## src/rtl/fetch_pkg.sv

```systemverilog
// Shared types and constants for the instruction line-fetch stage.
//   fetch_state_t : fetch controller states
//   LINE_BYTES    : bytes per cached line (one 8-beat burst of 8 bytes)
//   AXI_*         : fixed AR-channel attributes for a line burst
package fetch_pkg;

  typedef enum logic [1:0] {
    REQ,
    FILL,
    DRAIN,
    HALT
  } fetch_state_t;

  localparam int         LINE_BYTES     = 64;
  localparam logic [2:0] AXI_ARSIZE_8B  = 3'd3;
  localparam logic [1:0] AXI_BURST_INCR = 2'd1;
  localparam logic [7:0] AXI_ARLEN_LINE = 8'd7;

endpackage

```

## src/rtl/fetch_line_buf.sv

```systemverilog
// One-line instruction buffer: 8 x 64-bit beats, viewed as 16 x 32-bit words.
//   clk    : clock
//   we     : write enable for one beat
//   widx   : beat index written (0..7)
//   wdata  : beat data; wdata[31:0] is the lower-addressed word
//   slot   : 32-bit word index to read (0..15)
//   rword  : combinational read of the selected word
module fetch_line_buf (
  input  logic        clk,
  input  logic        we,
  input  logic [2:0]  widx,
  input  logic [63:0] wdata,
  input  logic [3:0]  slot,
  output logic [31:0] rword
);

  logic [63:0] mem [8];
  logic [63:0] beat_sel;

  // Storage carries no reset: contents are only read after a full fill.
  always_ff @(posedge clk) begin
    if (we) mem[widx] <= wdata;
  end

  // Slot 2k lives in the low half of beat k, slot 2k+1 in the high half.
  always_comb begin
    beat_sel = mem[slot[3:1]];
    rword    = slot[0] ? beat_sel[63:32] : beat_sel[31:0];
  end

endmodule

```

## src/rtl/insn_line_fetch.sv

```systemverilog
// AXI4 read-master instruction fetch stage.
// Fetches one 64-byte line per 8-beat INCR burst into a local buffer and
// hands it out as 32-bit instructions with their PCs on a valid/ready port.
//   clk, reset        : clock, synchronous active-low reset
//   entry_pc          : start PC, loaded while reset is low
//   redirect_valid/pc : restart fetch at a new 4-byte aligned PC
//   m_axi_ar*         : AR channel (one line burst at a time)
//   m_axi_r*          : R channel (rid ignored, rresp != 0 is an error)
//   insn_valid/ready  : instruction handshake to the decoder
//   insn, insn_pc     : presented instruction and its address
//   halted            : sticky, an all-zero instruction word was reached
//   fault             : sticky, bus error or malformed burst
module insn_line_fetch
  import fetch_pkg::*;
#(
  parameter int ID_WIDTH   = 13,
  parameter int ADDR_WIDTH = 64,
  parameter int DATA_WIDTH = 64,
  parameter int BEATS      = 8
) (
  input  logic                  clk,
  input  logic                  reset,
  input  logic [ADDR_WIDTH-1:0] entry_pc,
  input  logic                  redirect_valid,
  input  logic [ADDR_WIDTH-1:0] redirect_pc,
  output logic [ID_WIDTH-1:0]   m_axi_arid,
  output logic [ADDR_WIDTH-1:0] m_axi_araddr,
  output logic [7:0]            m_axi_arlen,
  output logic [2:0]            m_axi_arsize,
  output logic [1:0]            m_axi_arburst,
  output logic                  m_axi_arvalid,
  input  logic                  m_axi_arready,
  input  logic [ID_WIDTH-1:0]   m_axi_rid,
  input  logic [DATA_WIDTH-1:0] m_axi_rdata,
  input  logic [1:0]            m_axi_rresp,
  input  logic                  m_axi_rlast,
  input  logic                  m_axi_rvalid,
  output logic                  m_axi_rready,
  output logic                  insn_valid,
  input  logic                  insn_ready,
  output logic [31:0]           insn,
  output logic [ADDR_WIDTH-1:0] insn_pc,
  output logic                  halted,
  output logic                  fault
);

  localparam int                    OFS_W     = $clog2(LINE_BYTES);
  localparam logic [2:0]            LAST_BEAT = 3'(BEATS - 1);
  localparam logic [ADDR_WIDTH-1:0] PC_STEP   = ADDR_WIDTH'(4);

  fetch_state_t          state, state_n;
  logic [ADDR_WIDTH-1:0] pc, pc_n, pc_inc;
  logic [ADDR_WIDTH-1:0] araddr_q, araddr_n;
  logic [ADDR_WIDTH-1:0] insn_pc_q, insn_pc_n;
  logic [31:0]           insn_q, insn_n, buf_word;
  logic [2:0]            beat_cnt, beat_cnt_n;
  logic                  drop_line, drop_line_n;
  logic                  arvalid_q, arvalid_n;
  logic                  insn_valid_q, insn_valid_n;
  logic                  halted_q, halted_n;
  logic                  fault_q, fault_n;
  logic                  insn_fire, beat_fire, beat_bad;
  logic [3:0]            rd_slot;
  logic                  unused_rid;

  assign unused_rid = ^m_axi_rid;

  assign pc_inc    = pc + PC_STEP;
  assign insn_fire = insn_valid_q && insn_ready;
  assign beat_fire = (state == FILL) && m_axi_rvalid;
  // A beat is malformed if rlast does not coincide exactly with the last beat.
  assign beat_bad  = (m_axi_rresp != 2'b00) || (m_axi_rlast != (beat_cnt == LAST_BEAT));
  // Look ahead to the next slot when the current word is being accepted so
  // the decoder sees one instruction per cycle.
  assign rd_slot   = insn_fire ? pc_inc[5:2] : pc[5:2];

  fetch_line_buf u_buf (
    .clk   (clk),
    .we    (beat_fire),
    .widx  (beat_cnt),
    .wdata (m_axi_rdata),
    .slot  (rd_slot),
    .rword (buf_word)
  );

  always_comb begin
    state_n      = state;
    pc_n         = pc;
    araddr_n     = araddr_q;
    insn_pc_n    = insn_pc_q;
    insn_n       = insn_q;
    beat_cnt_n   = beat_cnt;
    drop_line_n  = drop_line;
    arvalid_n    = arvalid_q;
    insn_valid_n = insn_valid_q;
    halted_n     = halted_q;
    fault_n      = fault_q;

    case (state)
      REQ: begin
        if (redirect_valid) pc_n = redirect_pc;
        if (!arvalid_q) begin
          // Address is captured once and held until the handshake.
          arvalid_n = 1'b1;
          araddr_n  = {pc_n[ADDR_WIDTH-1:OFS_W], {OFS_W{1'b0}}};
        end else begin
          // Address already offered: let that burst run and throw it away.
          if (redirect_valid) drop_line_n = 1'b1;
          if (m_axi_arready) begin
            arvalid_n  = 1'b0;
            beat_cnt_n = 3'd0;
            state_n    = FILL;
          end
        end
      end

      FILL: begin
        if (redirect_valid) begin
          pc_n        = redirect_pc;
          drop_line_n = 1'b1;
        end
        if (m_axi_rvalid) begin
          if (beat_bad) begin
            fault_n = 1'b1;
            state_n = HALT;
          end else if (m_axi_rlast) begin
            beat_cnt_n  = 3'd0;
            drop_line_n = 1'b0;
            state_n     = (drop_line || redirect_valid) ? REQ : DRAIN;
          end else begin
            beat_cnt_n = beat_cnt + 3'd1;
          end
        end
      end

      DRAIN: begin
        if (redirect_valid) begin
          pc_n         = redirect_pc;
          insn_valid_n = 1'b0;
          state_n      = REQ;
        end else if (insn_fire && (pc[5:2] == 4'hF)) begin
          pc_n         = pc_inc;
          insn_valid_n = 1'b0;
          state_n      = REQ;
        end else if (!insn_valid_q || insn_fire) begin
          if (insn_fire) pc_n = pc_inc;
          if (buf_word == 32'h0) begin
            insn_valid_n = 1'b0;
            halted_n     = 1'b1;
            state_n      = HALT;
          end else begin
            insn_valid_n = 1'b1;
            insn_n       = buf_word;
            insn_pc_n    = pc_n;
          end
        end
      end

      HALT: begin
        arvalid_n    = 1'b0;
        insn_valid_n = 1'b0;
      end

      default: state_n = HALT;
    endcase
  end

  always_ff @(posedge clk) begin
    if (!reset) begin
      state        <= REQ;
      pc           <= entry_pc;
      beat_cnt     <= 3'd0;
      drop_line    <= 1'b0;
      arvalid_q    <= 1'b0;
      insn_valid_q <= 1'b0;
      halted_q     <= 1'b0;
      fault_q      <= 1'b0;
    end else begin
      state        <= state_n;
      pc           <= pc_n;
      beat_cnt     <= beat_cnt_n;
      drop_line    <= drop_line_n;
      arvalid_q    <= arvalid_n;
      insn_valid_q <= insn_valid_n;
      halted_q     <= halted_n;
      fault_q      <= fault_n;
    end
  end

  // Data registers are qualified by their valids and need no reset.
  always_ff @(posedge clk) begin
    araddr_q  <= araddr_n;
    insn_q    <= insn_n;
    insn_pc_q <= insn_pc_n;
  end

  assign m_axi_arid    = '0;
  assign m_axi_araddr  = araddr_q;
  assign m_axi_arlen   = AXI_ARLEN_LINE;
  assign m_axi_arsize  = AXI_ARSIZE_8B;
  assign m_axi_arburst = AXI_BURST_INCR;
  assign m_axi_arvalid = arvalid_q;
  assign m_axi_rready  = (state == FILL);
  assign insn_valid    = insn_valid_q;
  assign insn          = insn_q;
  assign insn_pc       = insn_pc_q;
  assign halted        = halted_q;
  assign fault         = fault_q;

endmodule

```

## config.mk

```make
export PLATFORM = sky130hd
export DESIGN_NAME = insn_line_fetch
export DESIGN_NICKNAME = d
export VERILOG_FILES = /design/src/rtl/fetch_pkg.sv /design/src/rtl/fetch_line_buf.sv /design/src/rtl/insn_line_fetch.sv
export SDC_FILE = /design/constraint.sdc
export NUM_CORES = 1
export LEC_CHECK = 0
export ABC_AREA = 1
export ABC_CLOCK_PERIOD_IN_PS = 10250
export BUFFER_PORTS_ARGS = -buffer_cell sky130_fd_sc_hd__buf_2
export CORE_MARGIN = 1
export CORE_UTILIZATION = 58
export DETAILED_ROUTE_END_ITERATION = 6
export GPL_TIMING_DRIVEN = 1
export PLACE_DENSITY = 0.79
export SYNTH_ARGS = -nofsm -noshare
export SYNTH_HDL_FRONTEND = slang
export SYNTH_HIERARCHICAL = 1
export SYNTH_SLANG_ARGS = --single-unit
```

## constraint.sdc

```tcl
create_clock -name clk -period 10.25 [get_ports clk]
set_input_delay 2.05 -clock clk [delete_from_list [all_inputs] [get_ports clk]]
set_output_delay 2.05 -clock clk [all_outputs]
set_load 0.02 [all_outputs]
```

Yosys cells after proc, flatten, opt, wreduce, memory -nomap -nowiden
Memory sizes are Yosys's and may differ from the RTL's.
Index checks and enable logic that the tools add are counted.
- memories: 1
- bits in latches: 0
- register bits after elaboration: 228
- ROM bits: 0
- bits in writable memories: 512
- output and inout bits: 191
- shifts and indexed selects: 0
- bitwise logic cells: 4
- reduce and logical (&&, ||, !) cells: 25
- magnitude comparators: 0
- multiplexer cells: 42
- $mul: 0
- equality and inequality tests: 16
- $add $sub $neg: 2
- divide/modulo/power cells: 0
- memories (memory ; words ; bits a word ; read ports ; clocked after memory_dff ; write ports ; line ; RTL):
    u_buf.mem ; 8 ; 64 ; 1 ; 0 ; 1 ; fetch_line_buf.sv:17 ; logic [63:0] mem [8];
- operator list (cell ; number):
    64-bit 2-to-1 mux ; 6
    64-bit one-hot mux with 2 select lines ; 1
    64-bit by 3-bit adder with 64-bit output, second input constant ; 1
    32-bit zero test ; 1
    32-bit 2-to-1 mux ; 1
    2-bit 2-to-1 mux ; 10
    3-bit 2-to-1 mux ; 5
    5-bit AND reduction ; 3
    1-bit 2-to-1 mux ; 13
    3-bit by 2-bit inequality test with 1-bit output, second input constant ; 3
    2-bit inequality test, second input constant ; 4
    4-bit inequality test, second input constant ; 2
    2-bit AND reduction ; 4
    2-bit nonzero test ; 4
    7-bit AND reduction ; 1
    1-bit one-hot mux with 2 select lines ; 3
    2-bit one-hot mux with 3 select lines ; 1
    3-bit one-hot mux with 2 select lines ; 1
    3-bit AND reduction ; 2
    5-bit inequality test, second input constant ; 1
    2-bit equality test, second input constant ; 2
    4-bit equality test, second input constant ; 1
    4-bit 2-to-1 mux ; 1
    1-bit inverter ; 4
    other kinds (10) ; 14

Depth between registers and ports, before layout
An unclocked memory read counts as a cell.
- depth in word-level cells: 10
- gate-level depth with buffers: 25
- mapped depth without buffers: 20

Modules after synthesis
Netlist, hierarchy kept.
- modules (own cells, without submodules) (module ; times used ; area an instance (µm²) ; cells an instance ; seq. area each (µm²)):
    fetch_line_buf ; 1 ; 22049.9 ; 2078 ; 15374.7
    insn_line_fetch ; 1 ; 12137.9 ; 1319 ; 6746.5

Least setup slack after synthesis
Ideal clock, no wire load.
- path kind: input-to-reg
- from: input port insn_ready
- to: register insn_q[0], in the netlist insn[0], enable pin
- arrival: 7886 ps
- required time: 9697 ps
- path slack: 1811 ps
- cell stages on the path: 20
- library setup time: 553 ps
- path through: nand2_1 > buf_4 > buf_1 > nand2_1 > nand2_1 > buf_6 > inv_4 > buf_6 > buf_6 > nand2_1 > nand3_1 > nand3_1 > nand3_1 > nand2_1 > nor2_1 > nand2_1 > nor2_1 > nand4_1 > nand2_1 > nor2_1
- word-level cells in the longest chain between the ends: 7
- elaborated cells on any way between the ends: 10
- those cells by class: mux: 2; bitwise: 2; reduce/logical: 5; memory: 1
- ends and longest elaborated chain (what ; line ; RTL):
    start, declared ; insn_line_fetch.sv:40 ; input logic insn_ready,
    1-bit logical AND ; insn_line_fetch.sv:69 ; assign insn_fire = insn_valid_q && insn_ready;
    4-bit 2-to-1 mux ; insn_line_fetch.sv:75 ; assign rd_slot = insn_fire ? pc_inc[5:2] : pc[5:2];
    named net rd_slot[1] ; insn_line_fetch.sv:63 ; logic [3:0] rd_slot;
    memory 8 x 64 bit ; n/a ;
    32-bit 2-to-1 mux ; fetch_line_buf.sv:28 ; rword = slot[0] ? beat_sel[63:32] : beat_sel[31:0];
    named net buf_word[7] ; insn_line_fetch.sv:55 ; logic [31:0] insn_q, insn_n, buf_word;
    32-bit zero test ; insn_line_fetch.sv:147 ; if (buf_word == 32'h0) begin
    1-bit inverter (no source line) ; n/a ;
    5-bit AND reduction (no source line) ; n/a ;
    end signal, assigned ; insn_line_fetch.sv:193 ; insn_q <= insn_n;
    end, declared ; insn_line_fetch.sv:55 ;
The timed path passes the listed nets, and every way through them passes these cells.
A chain may end at the register's enable or synchronous reset.

Worst setup path after layout
- from: input port insn_ready
- to: register insn_q[26], in the netlist insn[26], enable pin
Same word-level chain as after synthesis.

==> results.env <==
OUTCOME='finished, violations left'
VIOLATED_CHECKS='design-rule violations'
DETAILEDROUTE.FIRSTPASSITERATIONCOUNT=7
TIMING.FINAL.CRIT_SHARE_PCT=69.3
NUMBER_OF_SINKS_DRIVEN_BY_THE_CLOCK_TREE=740
WORST_EP_REQUIRED_TIME_PS=10500
SYNTHFLOPTYPE='edfxtp_1'
CLOCK-SKEW-FINAL_PS=28.9
UTILIZATION_OF_THE_CORE_AFTER_ROUTING_PCT=66.8
GRT_ANTENNA_BEFORE_REPAIR=22
SLOWEST_STAGE_CELL_CRIT_PATH='inv_6'
CRITICAL_PATH_ARRIVAL_PS=7360
YS_WARN_COUNT=6
PATH_COMMON_CELL='nand2_1'
HOLDWS_PS=422
MULTIINPUTGATEAREA_MM2=0.00932
SETUP_REPAIR_AFTER_GLOBAL_ROUTING_MISSED_ITS_MARGIN='false'
CLK-INSERTION-DELAY-LATE_PS=640
TIMING.SLEW.HEADROOM_PCT=20.2
WORST_SLACK_PS=3150
GLOBALROUTEOVERFLOWTOTAL=0
ANTENNA_VIOLATING_NETS_LEFT=0
GRT_PASS1_VIAS=23600
CTS_MAX_PATH_BUFFERS=3
BOUNDARYPINS=405
VIASPERCELL=5.59
DIE_X_UM=245
TIMING.HOLD.WORST_PATH_DEPTH=0
POST-ROUTE-CELL-AREA_MM2=0.0387
LARGEST_NET_DEGREE_AT_THE_START_OF_GLOBAL_ROUTING=161
POSTPLACECELLAREA_MM2=0.0363
POWER.TOTAL_mW=9.43
VDD_IR_DROP_MAX_mV=0.181
POST_DRT_WL_PER_CELL_UM=20.1
DRTITER0DRC=2652
LAYOUT.CELLS.NON_FILLER=4543
SLOWEST_DELAY_PS=680
HOLD_VIOLATIONS=0
FILLER_CELL_COUNT=4204
CRIT_START='insn_ready'
DRIVE_GT1_SHARE_PCT=16.0
WORST_MARGIN_SLEW_PS=1200
COUNT_OF_UNRESOLVED_DRC_VIOLATIONS_AFTER_ROUTING=3
NUMBER_OF_BUFFERS_INSERTED_DURING_CLOCK_TREE_SYNTHESIS=75
CHAIN_OF_CELLS_FORMING_THE_CRITICAL_PATH='buf_2 -> nand2_1 -> buf_4 -> inv_1 -> nand2_1 -> nand2_4 -> inv_6 -> buf_12 -> nand2_1 -> nand2_1 -> nand2_1 -> nand3_1 -> nand3_1 -> nand2_1 -> nor2_1 -> nand2_1 -> nor2_1 -> nand4_1 -> nand2_1 -> nor2_4 -> buf_12'
DIE_AREA_MM2=0.0599
CTS_TREE='built'
CTS_ROOT_BUF='clkbuf_16'
FINAL-SETUP-VIOL-COUNT=0
MAX_FREQ_MHz=141
HTREEDEPTH=3
PLACE.PORT_BUFFERS=359
CORE.ROWCOUNT=88
ROUTED_WIRE_LENGTH_UM=91500
YOSYS_REGISTER_BITS=740
ROUTABILITYCONGESTION=0.940
WORST_HOLD_PATH_TYPE='reg -> reg'
AREA.SEQUENTIAL_MM2=0.0221
DPL_WORST_SLACK_PS=2590
LAYOUT_MIN_CYCLE_TIME_PS=7100
REPORT.FINAL.SLEW_VIOL_COUNT=0
TRACK_USAGE_PCT=30.4
AREAGROWTHSYNTHTOFINISH_PCT=13.2
REG2REG_FROM='insn_valid'
FIN_TNS_SETUP_PS=0
PATH_BUF_INV=6
GATE_COUNT_OF_THE_MAPPED_NETLIST=3397
VIAS=25400
DIE_Y_UM=245
WIRE_LENGTH_OF_THE_FIRST_GLOBAL_ROUTING_PASS_UM=136000
CP-START-KIND='primary input'
SYN_AVG_CELL_AREA_UM2=10.1
FF2FF_PATH_DEPTH=20
SYNTH.YOSYS.SEQ_AREA_SHARE_PCT=64.7
POST_CTS.REPAIR.SETUP_BUFFERS=0
HOLDBUFCOUNTCTS=0
POWER.DENSITY_CELL_AREA_mW_PER_MM2=244
CRIT_FAMILY='buffers and inverters'
WORST-SETUP-PATH-TYPE='in -> reg'
CRITICAL_PATH.MAX_FANOUT=160
HOLD_START='pc[0]'
SETUP.WORST_PATH.END_CLASS='flop'
SYNTHESIS.AREA_MM2=0.0342
SYNTH-ASYNC-RESET-RATIO_PCT=0
CTS.REPAIR.RESIZED=0
CLK_PIN_SLEW_PS=60
FINISH.NET_COUNT=3928
PLEAK_nW=16.4
DESIGN.CORE.AREA_MM2=0.0579
DP.FINAL_HPWL_UM=56300
CAP_VIOLATIONS=0
CP_NUM_CELLS=21
START_UTIL_PCT=59.0
SYNTH-EDFF-COUNT=730
NUMPLACEDINSTANCES=4394
SYNTH.DISTINCT_CELLS=51
## worst register-to-register path: stages, from the launching register on
cell and delay, ps:
dfxtp_1 320, nand2_1 50, buf_4 320, inv_1 390, nand2_1 210, nand2_4 320
inv_6 700, buf_12 640, nand2_1 210, nand2_1 100, nand2_1 50, nand3_1 100
nand3_1 170, nand2_1 180, nor2_1 60, nand2_1 130, nor2_1 90, nand4_1 170
nand2_1 150, nor2_4 590, buf_12 480
## cell usage in the layout (no fill, tap or decap), drive strengths merged, types with 10 or more instances in the layout
cell	synthesis	layout
nand2	1055	1055
edfxtp	730	730
inv	489	495
nand3	437	437
buf	144	386
nor2	206	206
clkbuf	40	89
a21oi	85	85
o21ai	73	73
xor2	38	38
clkinv	3	38
conb	2	32
nor3	17	17
nand4	17	17
diode	0	14
o311ai	10	10
dfxtp	10	10
## report_power, final
part	internal (mW)	leakage, nW	total, mW	switching [mW]
combinational	0.742	8.48	2.82	2.07
clock	1.45	1.15	2.62	1.17
sequential	3.79	6.79	3.99	0.197
## synth_stat cells, types with 12 or more instances
| master | instances | share of area, % |
|---|---|---|
| nor3_1 | 15 | 0.22 |
| inv_1 | 481 | 5.3 |
| buf_1 | 15 | 0.16 |
| nand4_1 | 15 | 0.27 |
| nor2_2 | 21 | 0.38 |
| o21ai_0 | 61 | 0.89 |
| buf_4 | 40 | 0.88 |
| edfxtp_1 | 730 | 64 |
| xor2_1 | 33 | 0.85 |
| nor2_4 | 12 | 0.40 |
| buf_6 | 29 | 0.96 |
| nand2_2 | 22 | 0.40 |
| nand3_1 | 433 | 6.3 |
| nor2_1 | 170 | 1.9 |
| a21oi_1 | 81 | 1.2 |
| nand2_1 | 1028 | 11 |
| clkbuf_1 | 40 | 0.44 |
| buf_2 | 59 | 0.86 |
## path summary, 6_finish.rpt
path                                    to  slack, ps
worst max register to register    insn[26]       4360
worst max-delay path              insn[26]       3150
worst min register to register  insn_pc[0]        420
worst min-delay path            insn_pc[0]        420
## final cells by class
cell class	instances	area share (%)
Tap cell	765	2.47
Sequential cell	740	57.2
Clock buffer	89	4.99
Timing Repair Buffer	386	5.27
Antenna cell	14	0.0905
Clock inverter	46	1.13
Inverter	492	4.80
Multi-Input combinational cell	2011	24.1
## per-layer routing
layer | global-route usage [%] | vias up | share of wire (%)
li1 | - | 11700 | -
met1 | 38.9 | 11800 | 36
met2 | 50.1 | 1616 | 49
met3 | 5.95 | 268 | 11
met4 | 13.8 | 16 | 4.3
met5 | 0 | - | 0.12
## cells by family after synthesis
family,Yosys count,share of synthesized area (%)
flops,740,64.7
simple gates,1746,22.1
buf+inv,676,8.77
xor+xnor,41,1.16
fa+ha+maj,8,0.293
other cells,2,0.0220
compound gates,184,2.96
## flip-flops by register name, summed over array words and instances, names as in the netlist, 2 cells and up
signal        flops
m_axi_araddr     58
pc               64
state             2
u_buf/mem       512
beat_cnt          3
insn             32
insn_pc          64
(Power assumes the default switching activity.)
